### config.mk
export PLATFORM = sky130hd
export DESIGN_NAME = uart_rx_param
export DESIGN_NICKNAME = d
export VERILOG_FILES = /design/src/rtl/uart_pkg.sv /design/src/rtl/uart_rx_sync.sv /design/src/rtl/uart_rx_param.sv
export SDC_FILE = /design/constraint.sdc
export NUM_CORES = 1
export LEC_CHECK = 0
export BUFFER_PORTS_ARGS = -buffer_cell sky130_fd_sc_hd__buf_2
export CAP_MARGIN = 5
export CORE_UTILIZATION = 45
export CTS_CLUSTER_SIZE = 8
export DETAILED_ROUTE_END_ITERATION = 10
export PLACE_DENSITY_LB_ADDON = 0.3
export SLEW_MARGIN = 25
export SYNTH_ARGS = -nofsm -noshare
export SYNTH_HDL_FRONTEND = slang
export SYNTH_SLANG_ARGS = --single-unit
export TNS_END_PERCENT = 1
### constraint.sdc
create_clock -name clk -period 2.45 [get_ports clk]
set_clock_uncertainty 0.1 [all_clocks]
set_input_delay 0.1225 -clock clk [delete_from_list [all_inputs] [get_ports clk]]
set_output_delay 0.1225 -clock clk [all_outputs]
set_load 0.01 [all_outputs]
### src/rtl/uart_pkg.sv
// uart_pkg: shared definitions for the parametrised UART receiver.
//   uart_rx_state_t : receiver FSM states
//   clog2           : ceiling log2 (minimum 1), sizes the counters
//   UART_IDLE_LEVEL : level of the serial line when idle
package uart_pkg;

  localparam logic UART_IDLE_LEVEL = 1'b1;

  typedef enum logic [2:0] {
    IDLE,
    START,
    DATA,
    PARITY,
    STOP,
    BREAK
  } uart_rx_state_t;

  function automatic int clog2(input int value);
    int r;
    r = 0;
    for (int i = 0; i < 31; i++) begin
      if ((1 << i) < value) r = i + 1;
    end
    return (r < 1) ? 1 : r;
  endfunction

endpackage

### src/rtl/uart_rx_sync.sv
// uart_rx_sync: SYNC_STAGES-deep flop chain that brings the asynchronous
// serial input into the clk domain.  Every flop resets to the line idle level
// so that a reset never looks like a start bit.
// Ports:
//   clk   - system clock
//   clr   - synchronous active-high reset
//   rcv   - asynchronous serial input
//   rcv_s - synchronised serial input (last flop of the chain)
module uart_rx_sync
  import uart_pkg::*;
#(
  parameter int SYNC_STAGES = 2
) (
  input  logic clk,
  input  logic clr,
  input  logic rcv,
  output logic rcv_s
);

  logic [SYNC_STAGES-1:0] stage_reg;

  for (genvar gi = 0; gi < SYNC_STAGES; gi++) begin : g_stage
    always_ff @(posedge clk) begin
      if (clr) begin
        stage_reg[gi] <= UART_IDLE_LEVEL;
      end else if (gi == 0) begin
        stage_reg[gi] <= rcv;
      end else begin
        stage_reg[gi] <= stage_reg[(gi == 0) ? 0 : gi-1];
      end
    end
  end

  assign rcv_s = stage_reg[SYNC_STAGES-1];

endmodule

### src/rtl/uart_rx_param.sv
// uart_rx_param: parametrised UART receiver with req/ack consumer handshake,
// mid-bit sampling, false-start rejection, one-word holding register and
// framing / overrun reporting.
// Optional feature macro: UART_RX_PARITY_EN (adds PARITY_ODD parameter,
// a parity bit after the data bits and the parity_err output).
// Ports:
//   clk        - system clock, rising edge
//   clr        - synchronous active-high reset
//   rcv        - asynchronous serial input, idles high
//   ack        - consumer acknowledge for req
//   req        - data word valid, held until ack
//   data       - received word, stable while req=1
//   frame_err  - word in data had a low stop bit
//   overrun    - sticky: a frame was lost while req=1, cleared by ack
//   busy       - FSM not in IDLE
//   parity_err - (macro only) parity mismatch for the word in data
module uart_rx_param
  import uart_pkg::*;
#(
  parameter int DATA_BITS    = 8,
  parameter int CLKS_PER_BIT = 16,
  parameter int STOP_BITS    = 1,
  parameter int SYNC_STAGES  = 2
`ifdef UART_RX_PARITY_EN
  ,
  parameter int PARITY_ODD   = 0
`endif
) (
  input  logic                 clk,
  input  logic                 clr,
  input  logic                 rcv,
  input  logic                 ack,
  output logic                 req,
  output logic [DATA_BITS-1:0] data,
  output logic                 frame_err,
  output logic                 overrun,
  output logic                 busy
`ifdef UART_RX_PARITY_EN
  ,
  output logic                 parity_err
`endif
);

  localparam int CW = clog2(CLKS_PER_BIT);
  localparam int BW = clog2(DATA_BITS);
  localparam logic [CW-1:0] CNT_LAST  = CW'(CLKS_PER_BIT - 1);
  localparam logic [CW-1:0] HALF_LAST = CW'(CLKS_PER_BIT/2 - 1);
  localparam logic [BW-1:0] DATA_LAST = BW'(DATA_BITS - 1);
  localparam logic [BW-1:0] STOP_LAST = BW'(STOP_BITS - 1);
`ifdef UART_RX_PARITY_EN
  localparam logic PAR_ODD_BIT = PARITY_ODD[0];
  localparam uart_rx_state_t AFTER_DATA = PARITY;
`else
  localparam uart_rx_state_t AFTER_DATA = STOP;
`endif

  logic rcv_s;

  uart_rx_sync #(
    .SYNC_STAGES(SYNC_STAGES)
  ) u_sync (
    .clk  (clk),
    .clr  (clr),
    .rcv  (rcv),
    .rcv_s(rcv_s)
  );

  uart_rx_state_t       state_reg, state_next;
  logic [CW-1:0]        cnt_reg, cnt_next;
  logic [BW-1:0]        bit_reg, bit_next;
  logic [DATA_BITS-1:0] shift_reg, shift_next;
  logic                 ferr_reg, ferr_next;
  logic                 done_reg, done_next;
  logic                 req_reg;
  logic [DATA_BITS-1:0] data_reg;
  logic                 frame_err_reg;
  logic                 overrun_reg;
`ifdef UART_RX_PARITY_EN
  logic                 perr_reg, perr_next;
  logic                 parity_err_reg;
`endif

  always_ff @(posedge clk) begin
    if (clr) begin
      state_reg <= IDLE;
      cnt_reg   <= '0;
      bit_reg   <= '0;
      shift_reg <= '0;
      ferr_reg  <= 1'b0;
      done_reg  <= 1'b0;
`ifdef UART_RX_PARITY_EN
      perr_reg  <= 1'b0;
`endif
    end else begin
      state_reg <= state_next;
      cnt_reg   <= cnt_next;
      bit_reg   <= bit_next;
      shift_reg <= shift_next;
      ferr_reg  <= ferr_next;
      done_reg  <= done_next;
`ifdef UART_RX_PARITY_EN
      perr_reg  <= perr_next;
`endif
    end
  end

  always_comb begin
    state_next = state_reg;
    cnt_next   = cnt_reg;
    bit_next   = bit_reg;
    shift_next = shift_reg;
    ferr_next  = ferr_reg;
    done_next  = 1'b0;
`ifdef UART_RX_PARITY_EN
    perr_next  = perr_reg;
`endif
    case (state_reg)
      IDLE: begin
        cnt_next  = '0;
        bit_next  = '0;
        ferr_next = 1'b0;
`ifdef UART_RX_PARITY_EN
        perr_next = 1'b0;
`endif
        if (rcv_s != UART_IDLE_LEVEL) state_next = START;
      end
      START: begin
        // Re-check the line half a bit in: a glitch shorter than that is
        // not a start bit.
        if (cnt_reg == HALF_LAST) begin
          cnt_next   = '0;
          state_next = (rcv_s == UART_IDLE_LEVEL) ? IDLE : DATA;
        end else begin
          cnt_next = cnt_reg + CW'(1);
        end
      end
      DATA: begin
        if (cnt_reg == CNT_LAST) begin
          cnt_next   = '0;
          // LSB arrives first, so shift in from the top.
          shift_next = {rcv_s, shift_reg[DATA_BITS-1:1]};
          if (bit_reg == DATA_LAST) begin
            bit_next   = '0;
            state_next = AFTER_DATA;
          end else begin
            bit_next = bit_reg + BW'(1);
          end
        end else begin
          cnt_next = cnt_reg + CW'(1);
        end
      end
`ifdef UART_RX_PARITY_EN
      PARITY: begin
        if (cnt_reg == CNT_LAST) begin
          cnt_next   = '0;
          perr_next  = (^{shift_reg, rcv_s}) != PAR_ODD_BIT;
          state_next = STOP;
        end else begin
          cnt_next = cnt_reg + CW'(1);
        end
      end
`endif
      STOP: begin
        if (cnt_reg == CNT_LAST) begin
          cnt_next = '0;
          if (rcv_s != UART_IDLE_LEVEL) ferr_next = 1'b1;
          if (bit_reg == STOP_LAST) begin
            bit_next   = '0;
            done_next  = 1'b1;
            // A line still low after the last stop bit is a break: do not
            // treat it as the next start bit.
            state_next = (rcv_s == UART_IDLE_LEVEL) ? IDLE : BREAK;
          end else begin
            bit_next = bit_reg + BW'(1);
          end
        end else begin
          cnt_next = cnt_reg + CW'(1);
        end
      end
      BREAK: begin
        if (rcv_s == UART_IDLE_LEVEL) state_next = IDLE;
      end
      default: state_next = IDLE;
    endcase
  end

  // Holding register and handshake.  done_reg pulses the cycle after the
  // last stop sample; an ack in that same cycle frees the slot for the new
  // word, otherwise a pending word wins and the new one is counted as lost.
  always_ff @(posedge clk) begin
    if (clr) begin
      req_reg        <= 1'b0;
      data_reg       <= '0;
      frame_err_reg  <= 1'b0;
      overrun_reg    <= 1'b0;
`ifdef UART_RX_PARITY_EN
      parity_err_reg <= 1'b0;
`endif
    end else if (done_reg && (!req_reg || ack)) begin
      req_reg        <= 1'b1;
      data_reg       <= shift_reg;
      frame_err_reg  <= ferr_reg;
      overrun_reg    <= 1'b0;
`ifdef UART_RX_PARITY_EN
      parity_err_reg <= perr_reg;
`endif
    end else if (done_reg) begin
      overrun_reg <= 1'b1;
    end else if (req_reg && ack) begin
      req_reg     <= 1'b0;
      overrun_reg <= 1'b0;
    end
  end

  assign req       = req_reg;
  assign data      = data_reg;
  assign frame_err = frame_err_reg;
  assign overrun   = overrun_reg;
  assign busy      = (state_reg != IDLE);
`ifdef UART_RX_PARITY_EN
  assign parity_err = parity_err_reg;
`endif

endmodule

* Yosys cells after proc, flatten, opt, wreduce, memory -nomap -nowiden
Cells that the tools add are included.
Storage, ports and cells: register bits after elaboration 33, bits of input ports 4, output and inout bits 12
Cells by class: $add $sub $neg 2, equal/unequal tests 16, multiplexer cells 26, bitwise logic cells 2, reduce and logical (&&, ||, !) cells 20
Operator list (count):
- 2-to-1 mux 3 bit | 12
- case mux 3 bit (5 select lines) | 1
- != test 2 bit (second input constant) | 7
- case mux 4 bit (3 select lines) | 1
- equality test 3 bit (second input constant) | 3
- case mux 3 bit (3 select lines) | 1
- nonzero test 3 bit | 3
- 2-to-1 mux 4 bit | 2
- 2-to-1 mux 1 bit | 7
- AND reduction 7 bit | 1
- zero test 3 bit | 2
- AND reduction 3 bit | 2
- nonzero test 2 bit | 3
- adder 4 x 1 -> 4 bit (second input constant) | 1
- equality test 4 x 3 -> 1 bit (second input constant) | 1
- equality test 4 bit (second input constant) | 1
- != test 2 x 1 -> 1 bit (second input constant) | 2
- AND reduction 2 bit | 2
- OR reduction 2 bit | 2
- adder 3 x 1 -> 3 bit (second input constant) | 1
- equality test 3 x 1 -> 1 bit (second input constant) | 1
- equality test 3 x 2 -> 1 bit (second input constant) | 1
- OR reduction 3 bit | 1
- logical AND 1 bit | 2
- other kinds (5) | 6

* Logic depth before layout (Yosys ltp)
word-level depth 5, gate-level depth with buffers 6, mapped depth without buffers 6

* Modules after synthesis
Synthesis repeated with hierarchy kept, for this count alone.
Unflattened totals: cells, all modules 161, area total of the unflattened synthesis 1455.1 µm²
Modules (own cells, without submodules):
- uart_rx_param | instances 1, cells each 157, area each 1402.6 µm², sequential area each 620.6 µm²
- uart_rx_sync | instances 1, cells each 4, area each 52.6 µm², sequential area each 40.0 µm²

* Worst setup path before layout
Ideal clock, no wire load.
kind register -> register, from register cnt_reg[0], to register bit_reg[1], arrival 1561 ps, required time 2279 ps, path slack 719 ps, stages on the path, launching flop included 6, path buffers 0, cells stage by stage dfxtp_1 -> ha_1 -> nand3_1 -> o21a_4 -> or4b_1 -> a21oi_1
Between the ends: longest elaborated chain between the ends 3, elaborated cells between the ends (all ways) 4, those cells by class 3 x eq/ne; 1 x reduce/logical
RTL lines:
- start: declaration | RTL line uart_rx_param.sv:69 | logic [CW-1:0] cnt_reg, cnt_next;
- start signal: assignment | RTL line uart_rx_param.sv:96 | cnt_reg <= cnt_next;
- equality test 4 bit * | RTL line uart_rx_param.sv:138, uart_rx_param.sv:164
- != test 2 bit (no source line)
- AND reduction 3 bit (no source line) *
- end signal: assignment | RTL line uart_rx_param.sv:97 | bit_reg <= bit_next;
- end: declaration | RTL line uart_rx_param.sv:70 | logic [BW-1:0] bit_reg, bit_next;
Mark *: on every way between the ends. The rest lies on a longest branch, timed or not. A chain may end at the register's enable or synchronous reset.

* Final worst setup path
from register cnt_reg[0], to register shift_reg[0]
Between the ends: longest elaborated chain between the ends 2
RTL lines:
- equality test 4 bit | RTL line uart_rx_param.sv:138 | if (cnt_reg == CNT_LAST) begin
- AND reduction 2 bit (no source line)
- end signal: assignment | RTL line uart_rx_param.sv:98 | shift_reg <= shift_next;
- end: declaration | RTL line uart_rx_param.sv:71 | logic [DATA_BITS-1:0] shift_reg, shift_next;
No other way between the ends.

==> flow_summary.toml <==
[final_layout]
register_area_sq_um = 661
multiInputGateArea_sq_um = 742
area_growth_pct = 14.7
diodes = 0
fillers = 275
nets = 181
drive_above_1_share = 0.184

[sta]
finalSetupViolCount = 0
fin_ws_ns = 0.475
fin_crit_sh = 0.806
max_freq_ghz = 0.506
slew_headroom = 0.606
rsz0062_at_grt = "false"
hold_viol_final = 0
finalCriticalPeriod_ns = 1.98
tightest_slew_ns = 0.591
finalSetupTns_ns = 0
slew_violations = 0

[route]
drtAntennaViolNets = 0
num_vias = 1138
drtIter0Drc = 43
drt_wl_total_um = 2670
first_pass_iters = 4
vias_per_cell = 5.22
wl_per_cell_um = 12.3
drc = 0

[clocking]
cts_setup_buffers = 0
cts_buffers = 5
cts_sinks = 33
clockBufferDepth = 2
cts-root-buf = "clkbuf_4"
worstSkewPairLatency_ns = 0.33
clk_pin_slew_ns = 0.11
tritoncts = "yes"
h-tree-depth = 2

[logic_synthesis]
synthTopCellsByCount = "33 x dfxtp_1, 23 x nor2_1, 19 x mux2i_1"
synth.avg_cell_area_sq_um = 9.38
synthTopCellsByArea = "dfxtp_1 45%, mux2i_1 13%, nor2_1 5.9%, ha_1 3.4%, o21ai_0 2.7%"
synth_most_common_cell = "dfxtp_1"
synth-edff-count = 0
netlist_area_sq_um = 1470
yosysTopAreaCell = "dfxtp_1"
syn-num-nets = 165
netlist.area_leader.share = 0.449
netlist_instances = 157
yosys_warnings = 0
synth_cell_type_count = 40
seq_area_frac_synth = 0.449
synthArstFlopShare = 0
ys_ff_latch = 33
synth_ff_type = "dfxtp_1"

[hold_path]
holdPathEnd = "shift_reg[6]"
hold_path.class = "primary input to flip-flop"
worstHoldStart = "clr"
hold_depth = 2

[grt]
grt_overflow = 0
grtUsageTotal = 0.173
grt_pass1_vias = 1026
grt_max_degree = 36
use_met3 = 0.0459
busiest_layer = "met2"
grt_pass1_wl_um = 4560
grtUsageMet1 = 0.227
antenna_found_initial = 0
globalRouteMet2Util = 0.263

[worst_setup_path]
critical_path_arrival_ns = 2.07
path_max_fanout = 8
criticalPathCategory = "flip-flop to flip-flop"
r2r_cells = 5
r2r_slack_ns = 0.47
r2r_end = "shift_reg[0]"
critPathSlowestCell = "or3_1"
cp.required_ns = 2.54
crit_chain = "ha_1 -> nand3_1 -> or3_1 -> mux2i_1 -> nor2_1"
end_kind = "flip-flop"
start_kind = "flip-flop"
slowest_delay_ns = 0.61
r2r_start = "cnt_reg[0]"

[die]
start_util = 0.478
coreArea_sq_um = 3080
dieArea_sq_um = 3510
core.rowCount = 20
io-pin-count = 16
dieWidth_um = 59.2
fp.dieH_um = 59.2

[place]
dp.final_hpwl_um = 1850
numPortBuffers = 15
post-place-ws_ns = 0.497
place_congestion = 0.833

[pwr]
powerDensity_nw_per_um2 = 743
p_leak_nw = 0.800
peakVddDrop_v = 0.000501

[status]
outcome = "complete, no violations"

[job]
drv_cap = 0
## cell type report
type,instances,area share
Inverter,5,0.0111
Multi-Input combinational cell,109,0.439
Clock buffer,5,0.0222
Sequential cell,33,0.391
Clock inverter,3,0.0385
Tap cell,44,0.0326
Timing Repair Buffer,19,0.0652
## metal layers
metal	up-vias	wire length, um
met3	2	76
li1	585	-
met4	0	14
met2	16	1250
met5	-	0
met1	535	1330
## worst max-delay path: cells and delay by family, from the launching register on
kind,cells,cell delay (ns)
fa+ha+maj,1,0.25
mux,1,0.24
flops,1,0.39
simple gates,3,0.87
## kinds of logic after synthesis
family	Yosys count	share of synthesized area
buf+inv	15	0.0476
fa+ha+maj	4	0.0340
mux	20	0.137
compound gates	29	0.133
flops	33	0.449
simple gates	56	0.201
## how the worst max path moves through the flow
stage                    start      endpoint  slack, ns
finish              cnt_reg[0]  shift_reg[0]       0.47
global route        cnt_reg[0]  shift_reg[0]       0.34
CTS                 cnt_reg[0]  shift_reg[0]       0.47
detailed placement  cnt_reg[0]  shift_reg[0]       0.50
global placement    cnt_reg[0]  shift_reg[0]       0.57
floorplan           cnt_reg[0]    bit_reg[1]       0.72
## timing repair
| action | CTS | global route |
|---|---|---|
| hold buffers | 2 | 0 |
| endpoints found under the hold margin | 2 | 0 |
| gates resized for setup | 0 | 0 |
## cell usage in the layout, fill, tap and decap left out, types with 2 or more instances in the layout
cell type      count
or3_1              2
ha_1               4
dfxtp_1           33
buf_4              2
clkbuf_4           5
or2_2              3
mux2i_1           19
a21o_1             2
nor3_1             3
nand3b_1           3
nor2b_1            2
buf_2             15
bufinv_16          2
nand2b_1           2
nand3_1            2
inv_1              5
a31oi_1            3
dlygate4sd3_1      2
o21ai_0            8
nand2_1            6
nor2_1            23
a21oi_1            7
nor4_1             2
or2b_1             2
## per-stage QoR
step | hold slack (ns) | area, sq um | power, mW | instances | util
finish | 0.184 | 1690 | 1.25 | 218 | 0.549
global route | 0.192 | 1690 | 1.32 | 218 | 0.549
CTS | 0.169 | 1690 | 1.27 | 218 | 0.549
detailed placement | 0.208 | 1570 | 0.759 | 208 | 0.509
global placement | 0.208 | 1570 | 0.753 | 208 | 0.509
floorplan | 0.126 | 1470 | 0.716 | 157 | -
## where the power goes
part	switching, mW	internal, mW	total [mW]
combinational	0.0926	0.0838	0.176
clock	0.188	0.316	0.504
sequential	0.0222	0.552	0.574
total	0.303	0.951	1.25
No activity file was read; power rests on OpenSTA's default activity.
